**src/rtl/fp_addsub_pipe.sv**
```systemverilog
// fp_addsub_pipe: parametrised floating-point add/sub, round-to-nearest-even, exception flags.
// Latency: 3 register stages (S1 align, S2 add/normalise, S3 round/output), 1 op per cycle.
// Backpressure: in_ready = ~out_valid | out_ready; a stalled output freezes every stage.
module fp_addsub_pipe #(
  parameter int EXP_W = 5,
  parameter int MAN_W = 10
) (
  input  logic                 clock,
  input  logic                 reset,
  input  logic                 in_valid,
  output logic                 in_ready,
  input  logic [EXP_W+MAN_W:0] op_a,
  input  logic [EXP_W+MAN_W:0] op_b,
  input  logic                 op_sub,
  output logic                 out_valid,
  input  logic                 out_ready,
  output logic [EXP_W+MAN_W:0] result,
  output logic [3:0]           flags
);

  localparam int W    = 1 + EXP_W + MAN_W;
  localparam int SW   = MAN_W + 4;           // hidden + fraction + guard/round/sticky
  localparam int EW2  = EXP_W + 2;           // signed working exponent
  localparam int RW   = MAN_W + 2;           // rounded significand with carry
  localparam int LZ_W = $clog2(SW + 1);

  localparam logic [W-1:0]           QNAN     = {1'b0, {EXP_W{1'b1}}, 1'b1, {(MAN_W-1){1'b0}}};
  localparam logic signed [EW2-1:0]  EXP_MAX  = EW2'((1 << EXP_W) - 1);
  localparam logic signed [EW2-1:0]  EXP_ZERO = '0;

  // Position of the highest set bit, counted from the MSB; SW when v is zero.
  function automatic logic [LZ_W-1:0] lzc(input logic [SW-1:0] v);
    logic [LZ_W-1:0] n;
    n = LZ_W'(SW);
    for (int i = 0; i < SW; i++) begin
      if (v[i]) n = LZ_W'(SW - 1 - i);
    end
    return n;
  endfunction

  logic advance;
  assign advance  = ~out_valid | out_ready;
  assign in_ready = advance;

  // ---------------- S1: unpack, classify, swap, align ----------------
  logic               sa, sb;
  logic [EXP_W-1:0]   ea, eb, e_big, e_sml, ediff;
  logic [MAN_W-1:0]   fa, fb;
  logic               a_nan, b_nan, a_inf, b_inf, a_zero, b_zero;
  logic [W-2:0]       key_a, key_b;
  logic [SW-1:0]      ma, mb, m_big, m_sml, m_aln;
  logic               swap;
  logic [31:0]        shamt;

  assign sa     = op_a[W-1];
  assign sb     = op_b[W-1] ^ op_sub;
  assign ea     = op_a[W-2:MAN_W];
  assign eb     = op_b[W-2:MAN_W];
  assign fa     = op_a[MAN_W-1:0];
  assign fb     = op_b[MAN_W-1:0];
  assign a_nan  = (&ea) & (|fa);
  assign b_nan  = (&eb) & (|fb);
  assign a_inf  = (&ea) & ~(|fa);
  assign b_inf  = (&eb) & ~(|fb);
  assign a_zero = ~(|ea);
  assign b_zero = ~(|eb);
  // Subnormals are flushed: a zero exponent contributes neither magnitude nor hidden bit.
  assign key_a  = a_zero ? '0 : {ea, fa};
  assign key_b  = b_zero ? '0 : {eb, fb};
  assign ma     = a_zero ? '0 : {1'b1, fa, 3'b000};
  assign mb     = b_zero ? '0 : {1'b1, fb, 3'b000};

  logic               s1_spec_d, s1_spec_q;
  logic [W-1:0]       s1_spec_res_d, s1_spec_res_q;
  logic [3:0]         s1_spec_flg_d, s1_spec_flg_q;
  logic               s1_vld_q, s1_sign_q, s1_zsign_q, s1_sub_q;
  logic [EXP_W-1:0]   s1_exp_q;
  logic [SW-1:0]      s1_ma_q, s1_mb_q;

  // Inf/NaN operands bypass the arithmetic with a fixed result.
  always_comb begin
    s1_spec_d     = 1'b0;
    s1_spec_res_d = '0;
    s1_spec_flg_d = '0;
    if (a_nan || b_nan) begin
      s1_spec_d     = 1'b1;
      s1_spec_res_d = QNAN;
    end else if (a_inf && b_inf && (sa ^ sb)) begin
      s1_spec_d     = 1'b1;
      s1_spec_res_d = QNAN;
      s1_spec_flg_d = 4'b1000;
    end else if (a_inf) begin
      s1_spec_d     = 1'b1;
      s1_spec_res_d = {sa, {EXP_W{1'b1}}, {MAN_W{1'b0}}};
    end else if (b_inf) begin
      s1_spec_d     = 1'b1;
      s1_spec_res_d = {sb, {EXP_W{1'b1}}, {MAN_W{1'b0}}};
    end
  end

  // Larger magnitude goes to A; B is shifted right with lost bits folded into sticky.
  always_comb begin
    swap  = key_b > key_a;
    e_big = swap ? eb : ea;
    e_sml = swap ? ea : eb;
    m_big = swap ? mb : ma;
    m_sml = swap ? ma : mb;
    ediff = e_big - e_sml;
    shamt = 32'(ediff);
    if (shamt >= 32'(MAN_W + 3)) begin
      m_aln = {{(SW-1){1'b0}}, |m_sml};
    end else begin
      m_aln = (m_sml >> shamt) | {{(SW-1){1'b0}}, |(m_sml & ~({SW{1'b1}} << shamt))};
    end
  end

  // Stage 1 register; advances only when the output can move.
  always_ff @(posedge clock or negedge reset) begin
    if (!reset) begin
      s1_vld_q      <= 1'b0;
      s1_spec_q     <= 1'b0;
      s1_spec_res_q <= '0;
      s1_spec_flg_q <= '0;
      s1_sign_q     <= 1'b0;
      s1_zsign_q    <= 1'b0;
      s1_sub_q      <= 1'b0;
      s1_exp_q      <= '0;
      s1_ma_q       <= '0;
      s1_mb_q       <= '0;
    end else if (advance) begin
      s1_vld_q      <= in_valid;
      s1_spec_q     <= s1_spec_d;
      s1_spec_res_q <= s1_spec_res_d;
      s1_spec_flg_q <= s1_spec_flg_d;
      s1_sign_q     <= swap ? sb : sa;
      s1_zsign_q    <= sa & sb;      // only (-0)+(-0) keeps a negative zero
      s1_sub_q      <= sa ^ sb;
      s1_exp_q      <= e_big;
      s1_ma_q       <= m_big;
      s1_mb_q       <= m_aln;
    end
  end

  // ---------------- S2: add/sub and normalise ----------------
  logic [SW:0]            sum;
  logic [LZ_W-1:0]        lz;
  logic [EW2-1:0]         exp_ext;
  logic [SW-1:0]          s2_man_d, s2_man_q;
  logic signed [EW2-1:0]  s2_exp_d, s2_exp_q;
  logic                   s2_vld_q, s2_spec_q, s2_sign_q, s2_zsign_q, s2_zero_q;
  logic [W-1:0]           s2_spec_res_q;
  logic [3:0]             s2_spec_flg_q;

  assign sum     = s1_sub_q ? ({1'b0, s1_ma_q} - {1'b0, s1_mb_q})
                            : ({1'b0, s1_ma_q} + {1'b0, s1_mb_q});
  assign lz      = lzc(sum[SW-1:0]);
  assign exp_ext = {2'b00, s1_exp_q};

  // Carry-out renormalises right by one; otherwise shift left by the leading-zero count.
  always_comb begin
    s2_man_d = '0;
    s2_exp_d = '0;
    if (sum[SW]) begin
      s2_man_d = {sum[SW:2], sum[1] | sum[0]};
      s2_exp_d = exp_ext + EW2'(1);
    end else begin
      s2_man_d = sum[SW-1:0] << lz;
      s2_exp_d = exp_ext - EW2'(lz);
    end
  end

  // Stage 2 register.
  always_ff @(posedge clock or negedge reset) begin
    if (!reset) begin
      s2_vld_q      <= 1'b0;
      s2_spec_q     <= 1'b0;
      s2_spec_res_q <= '0;
      s2_spec_flg_q <= '0;
      s2_sign_q     <= 1'b0;
      s2_zsign_q    <= 1'b0;
      s2_zero_q     <= 1'b0;
      s2_exp_q      <= '0;
      s2_man_q      <= '0;
    end else if (advance) begin
      s2_vld_q      <= s1_vld_q;
      s2_spec_q     <= s1_spec_q;
      s2_spec_res_q <= s1_spec_res_q;
      s2_spec_flg_q <= s1_spec_flg_q;
      s2_sign_q     <= s1_sign_q;
      s2_zsign_q    <= s1_zsign_q;
      s2_zero_q     <= ~(|sum);
      s2_exp_q      <= s2_exp_d;
      s2_man_q      <= s2_man_d;
    end
  end

  // ---------------- S3: round, range check, pack ----------------
  logic                   g_bit, r_bit, s_bit, l_bit, rnd_inc, inexact;
  logic [RW-1:0]          rnd;
  logic signed [EW2-1:0]  exp_r;
  logic [MAN_W-1:0]       frac;
  logic [W-1:0]           result_d, result_q;
  logic [3:0]             flags_d, flags_q;
  logic                   out_vld_q;

  assign l_bit   = s2_man_q[3];
  assign g_bit   = s2_man_q[2];
  assign r_bit   = s2_man_q[1];
  assign s_bit   = s2_man_q[0];
  assign rnd_inc = g_bit & (r_bit | s_bit | l_bit);
  assign inexact = g_bit | r_bit | s_bit;
  assign rnd     = {1'b0, s2_man_q[SW-1:3]} + RW'(rnd_inc);
  assign exp_r   = s2_exp_q + EW2'(rnd[RW-1]);
  assign frac    = rnd[RW-1] ? rnd[MAN_W:1] : rnd[MAN_W-1:0];

  // Result selection: special operands, exact zero, overflow, underflow, normal.
  always_comb begin
    result_d = '0;
    flags_d  = '0;
    if (s2_spec_q) begin
      result_d = s2_spec_res_q;
      flags_d  = s2_spec_flg_q;
    end else if (s2_zero_q) begin
      result_d = {s2_zsign_q, {(W-1){1'b0}}};
    end else if (exp_r >= EXP_MAX) begin
      result_d = {s2_sign_q, {EXP_W{1'b1}}, {MAN_W{1'b0}}};
      flags_d  = 4'b0101;
    end else if (exp_r <= EXP_ZERO) begin
      result_d = {s2_sign_q, {(W-1){1'b0}}};
      flags_d  = 4'b0011;
    end else begin
      result_d = {s2_sign_q, exp_r[EXP_W-1:0], frac};
      flags_d  = {3'b000, inexact};
    end
  end

  // Output register; holds while the sink withholds out_ready.
  always_ff @(posedge clock or negedge reset) begin
    if (!reset) begin
      out_vld_q <= 1'b0;
      result_q  <= '0;
      flags_q   <= '0;
    end else if (advance) begin
      out_vld_q <= s2_vld_q;
      result_q  <= result_d;
      flags_q   <= flags_d;
    end
  end

  assign out_valid = out_vld_q;
  assign result    = result_q;
  assign flags     = flags_q;

endmodule

```
**config.mk**
```make
export PLATFORM = sky130hd
export DESIGN_NAME = fp_addsub_pipe
export DESIGN_NICKNAME = d
export VERILOG_FILES = /design/src/rtl/fp_addsub_pipe.sv
export SDC_FILE = /design/constraint.sdc
export NUM_CORES = 1
export LEC_CHECK = 0
export CORE_MARGIN = 8
export CORE_UTILIZATION = 45
export DETAILED_ROUTE_END_ITERATION = 8
export GPL_ROUTABILITY_DRIVEN = 1
export GPL_TIMING_DRIVEN = 1
export PLACE_DENSITY = 0.69
export SETUP_SLACK_MARGIN = 0.15
export SYNTH_ARGS = -nofsm -noshare
export SYNTH_HDL_FRONTEND = slang
export SYNTH_SLANG_ARGS = --single-unit
export TNS_END_PERCENT = 20
```
**constraint.sdc**
```tcl
create_clock -name clock -period 6.7 [get_ports clock]
set_input_delay 1.005 -clock clock [delete_from_list [all_inputs] [get_ports clock]]
set_output_delay 1.005 -clock clock [all_outputs]
set_load 0.05 [all_outputs]
```
==> results.md, run 1 <==
- CP Launch Type: register
- Synth top area share: 0.276
- Synth-to-layout area growth: 12.1%
- Setup crit end kind: register
- Die ar.: 22300 µm²
- EDFF count, synth: 0
- Critical path type: register to register
- Synth async-reset ratio: 1.00
- Synthesized flop and latch total: 88
- Drt pass-1 iters: 5
- Slew HR: 0.264
- Max-slew violations: 0
- Sequential element share of the synthesized area: 0.276
- Slew @ Worst Pin: 1.10 ns
- ANT cells: 0
- First-pass GRT wire length: 37000 µm
- Routed wire per std cell: 17.0 µm
- TNS Setup: 0 ns
- Starting Density: 0.460
- Syn Std Cell Area: 7990 µm²
- Drt drc: 0
- Post_cts resized: 0
- HPWL after DPL: 17000 µm
- Most used DFF post-synth: dfrtp_1
- Syn_nets: 1135
- Final Cycle Share: 0.895
- Required @ worst endpoint: 6.97 ns
- H-Tree Level Count: 3
- Static leakage: 3.70 nW
- Sequential share of power: 0.177
- Chip Width: 149 µm
- Post-CTS setup buffers: 0
- Area of the core: 17400 µm²
- # hold bufs at CTS: 0
- Detail Route Antenna Nets: 0
- Final setup viols: 0
- F_max: 0.167 GHz
- Ys Warns: 0
- Min Tclk post-route: 6.00 ns
- Avg Cell Area, Syn: 7.56 µm²
- DP Worst Slack: 0.207 ns
- PortBufs: 58
- Worst EP arrival: 6.27 ns
- Vias/cell: 5.96
- Largest net degree at the start of global routing: 92
- Skew-Pair Late Insertion Delay: 0.35 ns
- DRC violation total after the first TritonRoute iteration: 542
- CP max FO: 9
- GRT overflow: 0
- Hold crit path type: register to register
- Commonest non-fill, non-tap cell in the layout: nand2_1
- Final wirelength: 22200 µm
- Clock share of power: 0.095
- Final hold violation count: 0
- Overall Power: 0.00515 W
- Ratio of cells with drive above 1 in the final layout: 0.0631
- Vias: 7764
- Antenna violations before repair: 1
- CTS root buffer: clkbuf_16
- Outcome: finished, final reports clean
- Fin worst setup slack: 0.705 ns
- # clock sinks: 88
- CTS tree: yes
- Sw frac: 0.543
- Pwr per Cell Area: 575 nW/µm²
- RSZ-0062 raised after global routing: no
- Clk slew on worst S/H paths: 0.07 ns
- Synth cell types: 88
- Cell Int Power: 0.00235 W
- Vias in the first global route: 7372
- Peak supply drop: 0.000379 V
- Main area contributors after synthesis: dfrtp_1 28%, nand2_1 7.5%, ha_1 6.3%, a21oi_1 5.3%, o21ai_0 5.1%
- Post-Syn Instances: 1057
- Setup Skew: 0.0104 ns
- Max-cap violations: 0
- Maximum buffer depth of the clock tree: 2
- Largest area contributor in the netlist: dfrtp_1
- Num ports: 59
- Combinational share of power: 0.728
- NetSw: 0.00280 W
- Placer Congestion: 0.953
- All-Layer GR Usage: 0.203
- TritonCTS Buffers: 9
- Commonest cells after routing, fill and taps aside: 159 x nand2_1, 98 x nor2_1, 88 x dfrtp_1
- DIE HEIGHT: 149 µm
- Fin nets: 1150
- Rows: 48
Yosys cell counts (3+ instances only):
master,n
nand2_1,160
dfrtp_1,88
nor4_1,13
o221ai_1,3
a211oi_1,13
o21a_1,7
nand3_1,49
and3_1,7
o21bai_1,3
nand4_1,11
o211ai_1,11
buf_6,3
nor2_1,98
a21oi_1,85
a211o_1,3
o21ai_0,82
and4_1,4
or4_1,4
and2_1,12
xnor2_1,31
nor2b_1,9
o21ai_1,9
nand2b_1,5
o31a_1,3
a21boi_0,5
nor3_1,31
o41ai_1,6
a22o_1,7
o22ai_1,7
buf_2,11
or2_2,6
xor2_1,14
clkbuf_1,48
a21o_1,8
inv_1,32
a32o_1,3
nand3b_1,6
a31oi_1,21
ha_1,40
or3_1,6
mux2i_1,26
o31ai_1,7
worst max-delay path: stages, from the launching register on:
cell	delay [ns]
dfrtp_1	0.43
nor3_1	0.31
nand2_1	0.15
nor4_1	0.63
nand2_1	0.11
nor2_1	0.15
nor2_1	0.07
xnor2_1	0.16
ha_1	0.38
a21oi_1	0.24
o21ai_0	0.18
a21o_1	0.20
or3_1	0.37
and2_4	0.21
or4_1	0.70
a21oi_4	0.34
inv_1	0.09
ha_1	0.33
o21ai_0	0.13
a21oi_1	0.12
or4_1	0.44
a31oi_1	0.19
through the flow:
stage               hold WS (ns)   util  cell area, µm²  instances
floorplan                  0.430      -            7990       1057
global placement           0.451  0.499            8660       1286
detailed placement         0.453  0.499            8660       1286
CTS                        0.472  0.516            8950       1302
global route               0.499  0.516            8960       1302
finish                     0.468  0.516            8960       1302
registers in the layout, summed over array words and instances (netlist names), 3 cells and up:
name,count
flags,4
result,16
s1_exp_q,5
s1_ma_q,11
s1_mb_q,14
s1_spec_res_q,3
s2_exp_q,7
s2_man_q,14
s2_spec_res_q,3
logic make-up (layout without fill, tap and decap cells):
kind of cell	count (synthesis)	in the layout	share of synthesized area
AOI/OAI and AO/OA	316	316	0.255
xor gates and xnor gates	45	45	0.0493
adders and majority gates	43	43	0.0676
buffers and inverters	99	119	0.0518
DFF	88	88	0.276
muxes	29	29	0.0382
and+or+nand+nor	437	437	0.263
per-layer routing:
metal / wire [µm] / vias to the layer above / track usage
li1: - / 3875 / -
met1: 10200 / 3601 / 0.269
met2: 10100 / 234 / 0.314
met3: 1210 / 52 / 0.0397
met4: 690 / 2 / 0.0888
met5: 13 / - / 0
power by group through the flow:
stage	Sequential, W	Combinational (W)	Clock, W
final	0.000909	0.00375	0.000489
after detailed placement	0.000919	0.00371	0
after global routing	0.000938	0.00414	0.000524
after CTS	0.000909	0.00373	0.000502
after floorplan	0.00102	0.00276	0
after global placement	0.000914	0.00368	0
area by class of cell:
class	instances	area (µm²)
Clock buffer	10	229
Timing Repair Buffer	69	661
Fill cell	1706	8400
Multi-Input combinational cell	870	5400
Clock inverter	6	57.6
Inverter	34	130
Tap cell	225	282
Sequential cell	88	2200
path summary, 6_finish.rpt:
check                           cells past startpoint               from                end  slack (ns)
worst min register to register                      2  s2_spec_res_q[15]  s2_spec_res_q[15]        0.47
min in group asynchronous                           1              reset         s1_ma_q[7]        0.54
max in group asynchronous                           2              reset        s2_man_q[8]        4.98
worst max register to register                     21         s1_mb_q[3]        s2_exp_q[5]        0.70
worst max-delay path                               21         s1_mb_q[3]        s2_exp_q[5]        0.70
worst min-delay path                                2  s2_spec_res_q[15]  s2_spec_res_q[15]        0.47
Power figures use the tool's default switching activity.
==> run 2, diff against run 1 <==
--- a/config.mk
+++ b/config.mk
@@ -10,6 +10,7 @@
 export DETAILED_ROUTE_END_ITERATION = 8
 export GPL_ROUTABILITY_DRIVEN = 1
 export GPL_TIMING_DRIVEN = 1
+export MAX_ROUTING_LAYER = met4
 export PLACE_DENSITY = 0.69
 export SETUP_SLACK_MARGIN = 0.15
 export SYNTH_ARGS = -nofsm -noshare
==> run 2 against run 1 <==
Sequential power is 0.6% lower. First-iteration DRC count is 17% higher. Power is 0.52% higher. Hold slack worse by 0.0032 ns. Clock power is 7.6% higher.
==> results.md, run 2 (synthesis gave the netlist of run 1 again) <==
- PortBufs: 58 (unchanged)
- Slowest CP cell: or4_1
- ANT cells: 0 (unchanged)
- DIE HEIGHT: 149 µm (unchanged)
- Final hold violation count: 0 (unchanged)
- Synth-to-layout area growth: 12.2%
- Setup Skew: 0.0103 ns (-0.0000213 ns)
- CP cell instances: clkdlybuf4s50_1 > nor4_1 > nand2_1 > nand2_1 > inv_1 > ha_1 > nand3_1 > or4_1 > nand2_1 > o21ai_2 > a21boi_0 > ha_1 > nor3_1 > o21ai_0 > o311ai_0 > or2_2 > a221oi_1 > o22ai_1 > nor4_1 > o22ai_1
- CTS root buffer: clkbuf_16
- Vias: 7761 (-0.039%)
- Final setup viols: 0 (unchanged)
- Pwr per Cell Area: 577 nW/µm² (+0.35%)
- Drt drc: 0 (unchanged)
- Critical R2R Launch: s1_mb_q[2]
- # clock sinks: 88 (unchanged)
- Ratio of cells with drive above 1 in the final layout: 0.0622 (-0.000929)
- DRC violation total after the first TritonRoute iteration: 633 (+17%)
- Post-Layout Cell Count: 1302 (unchanged)
- F_max: 0.166 GHz (-0.42%)
- Peak supply drop: 0.000376 V (-1.0%)
- CP max stage delay: 0.65 ns (-0.05 ns)
- Maximum buffer depth of the clock tree: 2 (unchanged)
- Post-DP Area: 8660 µm² (unchanged)
- H-Tree Level Count: 3 (unchanged)
- Critical path type: input pin to register
- Skew-Pair Late Insertion Delay: 0.36 ns (about the same)
- Placer Congestion: 0.976 (+2.4%)
- First-pass GRT wire length: 36800 µm (-0.47%)
- Hold crit path type: register to register
- Setup crit end kind: register
- Fin nets: 1150 (unchanged)
- Largest net degree at the start of global routing: 81 (-12%)
- Detail Route Antenna Nets: 0 (unchanged)
- GRT overflow: 0 (unchanged)
- Clk slew on worst S/H paths: 0.07 ns (about the same)
- Fin worst setup slack: 0.679 ns (-0.0252 ns)
- Drt pass-1 iters: 5 (unchanged)
- Commonest cells after routing, fill and taps aside: 160 x nand2_1, 98 x nor2_1, 88 x dfrtp_1
- Hold slack: 0.464 ns (-0.00320 ns)
- CP max FO: 18 (+9)
- Outcome: finished, final reports clean
- CP Launch Type: input pin
- TNS Setup: 0 ns (unchanged)
- Crit-path most repeated cell: nand2_1
- Final wirelength: 22000 µm (-0.65%)
- Final Cycle Share: 0.899 (+0.00376)
- Rows: 48 (unchanged)
- Static leakage: 3.71 nW (+0.36%)
- Min Tclk post-route: 6.02 ns (+0.0252 ns)
- TritonCTS Buffers: 9 (unchanged)
- DP Cell Count: 1286 (unchanged)
- Fin area: 8970 µm² (+0.17%)
- Slew HR: 0.322 (+0.0579)
- Worst EP arrival: 6.23 ns (-0.04 ns)
- CTS tree: yes
- Die ar.: 22300 µm² (unchanged)
- Chip Width: 149 µm (unchanged)
- Min-delay src: result[7]
- Num ports: 59 (unchanged)
- HPWL after DPL: 16800 µm (-0.96%)
- Antenna violations before repair: 0 (-1)
- Area of the core: 17400 µm² (unchanged)
- Vias/cell: 5.96 (about the same)
- Routed wire per std cell: 16.9 µm (-0.65%)
- RSZ-0062 raised after global routing: no
- Vias in the first global route: 7357 (-0.20%)
- Starting Density: 0.460 (unchanged)
- Slew @ Worst Pin: 1.01 ns (-0.0862 ns)
- Required @ worst endpoint: 6.91 ns (-0.06 ns)
- CP startpoint: op_b[11]
- DP Worst Slack: 0.238 ns (+0.0309 ns)
- Largest register FFs: 16 (unchanged)
- Max-cap violations: 0 (unchanged)
- All-Layer GR Usage: 0.206 (+0.00325)
- Commonest non-fill, non-tap cell in the layout: nand2_1
- Max-slew violations: 0 (unchanged)
[run 2: cell count changes in the layout (fill, tap and decap cells not counted), sizes merged]
cell and change:
clkinvlp -1, clkinv -3, bufinv +1, inv +3
[run 2: metal layers]
layer	wire length, µm	track usage	vias to the layer above
li1	-	-	3868
met1	10600	0.280	3624
met2	9890	0.307	232
met3	917	0.0215	37
met4	584	0.0843	0
met5	0	-	-
[run 2: final cells by class]
type	instances	area, µm²
fill	1689	8390
timing repair buffer	69	661
tap	225	282
clock inverter	6	75.1
inverter	34	130
sequential	88	2200
clock buffer	10	229
multi-input combinational	870	5390
[run 2: timing repair]
item                                   in CTS  in global routing
setup endpoints to repair                   0                  4
endpoints found under the hold margin       0                  0
setup buffers                               0                  0
hold buffers                                0                  0
resized for setup                           0                  2
[run 2: through the flow]
stage / power (W) / util
after global placement: 0.00460 / 0.499
after CTS: 0.00516 / 0.517
after global routing: 0.00563 / 0.517
after floorplan: 0.00378 / -
after detailed placement: 0.00461 / 0.499
final: 0.00518 / 0.517
[run 2: worst max-delay path, delay by kind of cell]
kind	cells	cell delay (ns)
fa+ha+maj	2	0.63
buf+inv	2	0.70
compound gates	7	1.22
simple gates	9	2.66
[run 2: final timing paths]
path | slack, ns | cells after the start | endpoint
setup / recovery | 0.68 | 20 | s1_mb_q[0]
hold / removal | 0.46 | 2 | result[7]
setup reg to reg | 0.72 | 21 | s2_exp_q[5]
hold reg to reg | 0.46 | 2 | result[7]
max in group asynchronous | 5.01 | 2 | s2_spec_res_q[15]
min in group asynchronous | 0.54 | 1 | s2_man_q[9]
[run 2: where the power goes]
| part | internal, W | switching, W |
|---|---|---|
| sequential | 0.000725 | 0.000180 |
| combinational | 0.00137 | 0.00238 |
| clock | 0.000295 | 0.000231 |
| total | 0.00239 | 0.00279 |
==> run 3, diff against run 2 <==
--- a/config.mk
+++ b/config.mk
@@ -8,7 +8,6 @@
 export CORE_MARGIN = 8
 export CORE_UTILIZATION = 45
 export DETAILED_ROUTE_END_ITERATION = 8
-export GPL_ROUTABILITY_DRIVEN = 1
 export GPL_TIMING_DRIVEN = 1
 export MAX_ROUTING_LAYER = met4
 export PLACE_DENSITY = 0.69
==> results of run 3 <==
No change in the layout: final DEF, timing and power equal those of run 2.
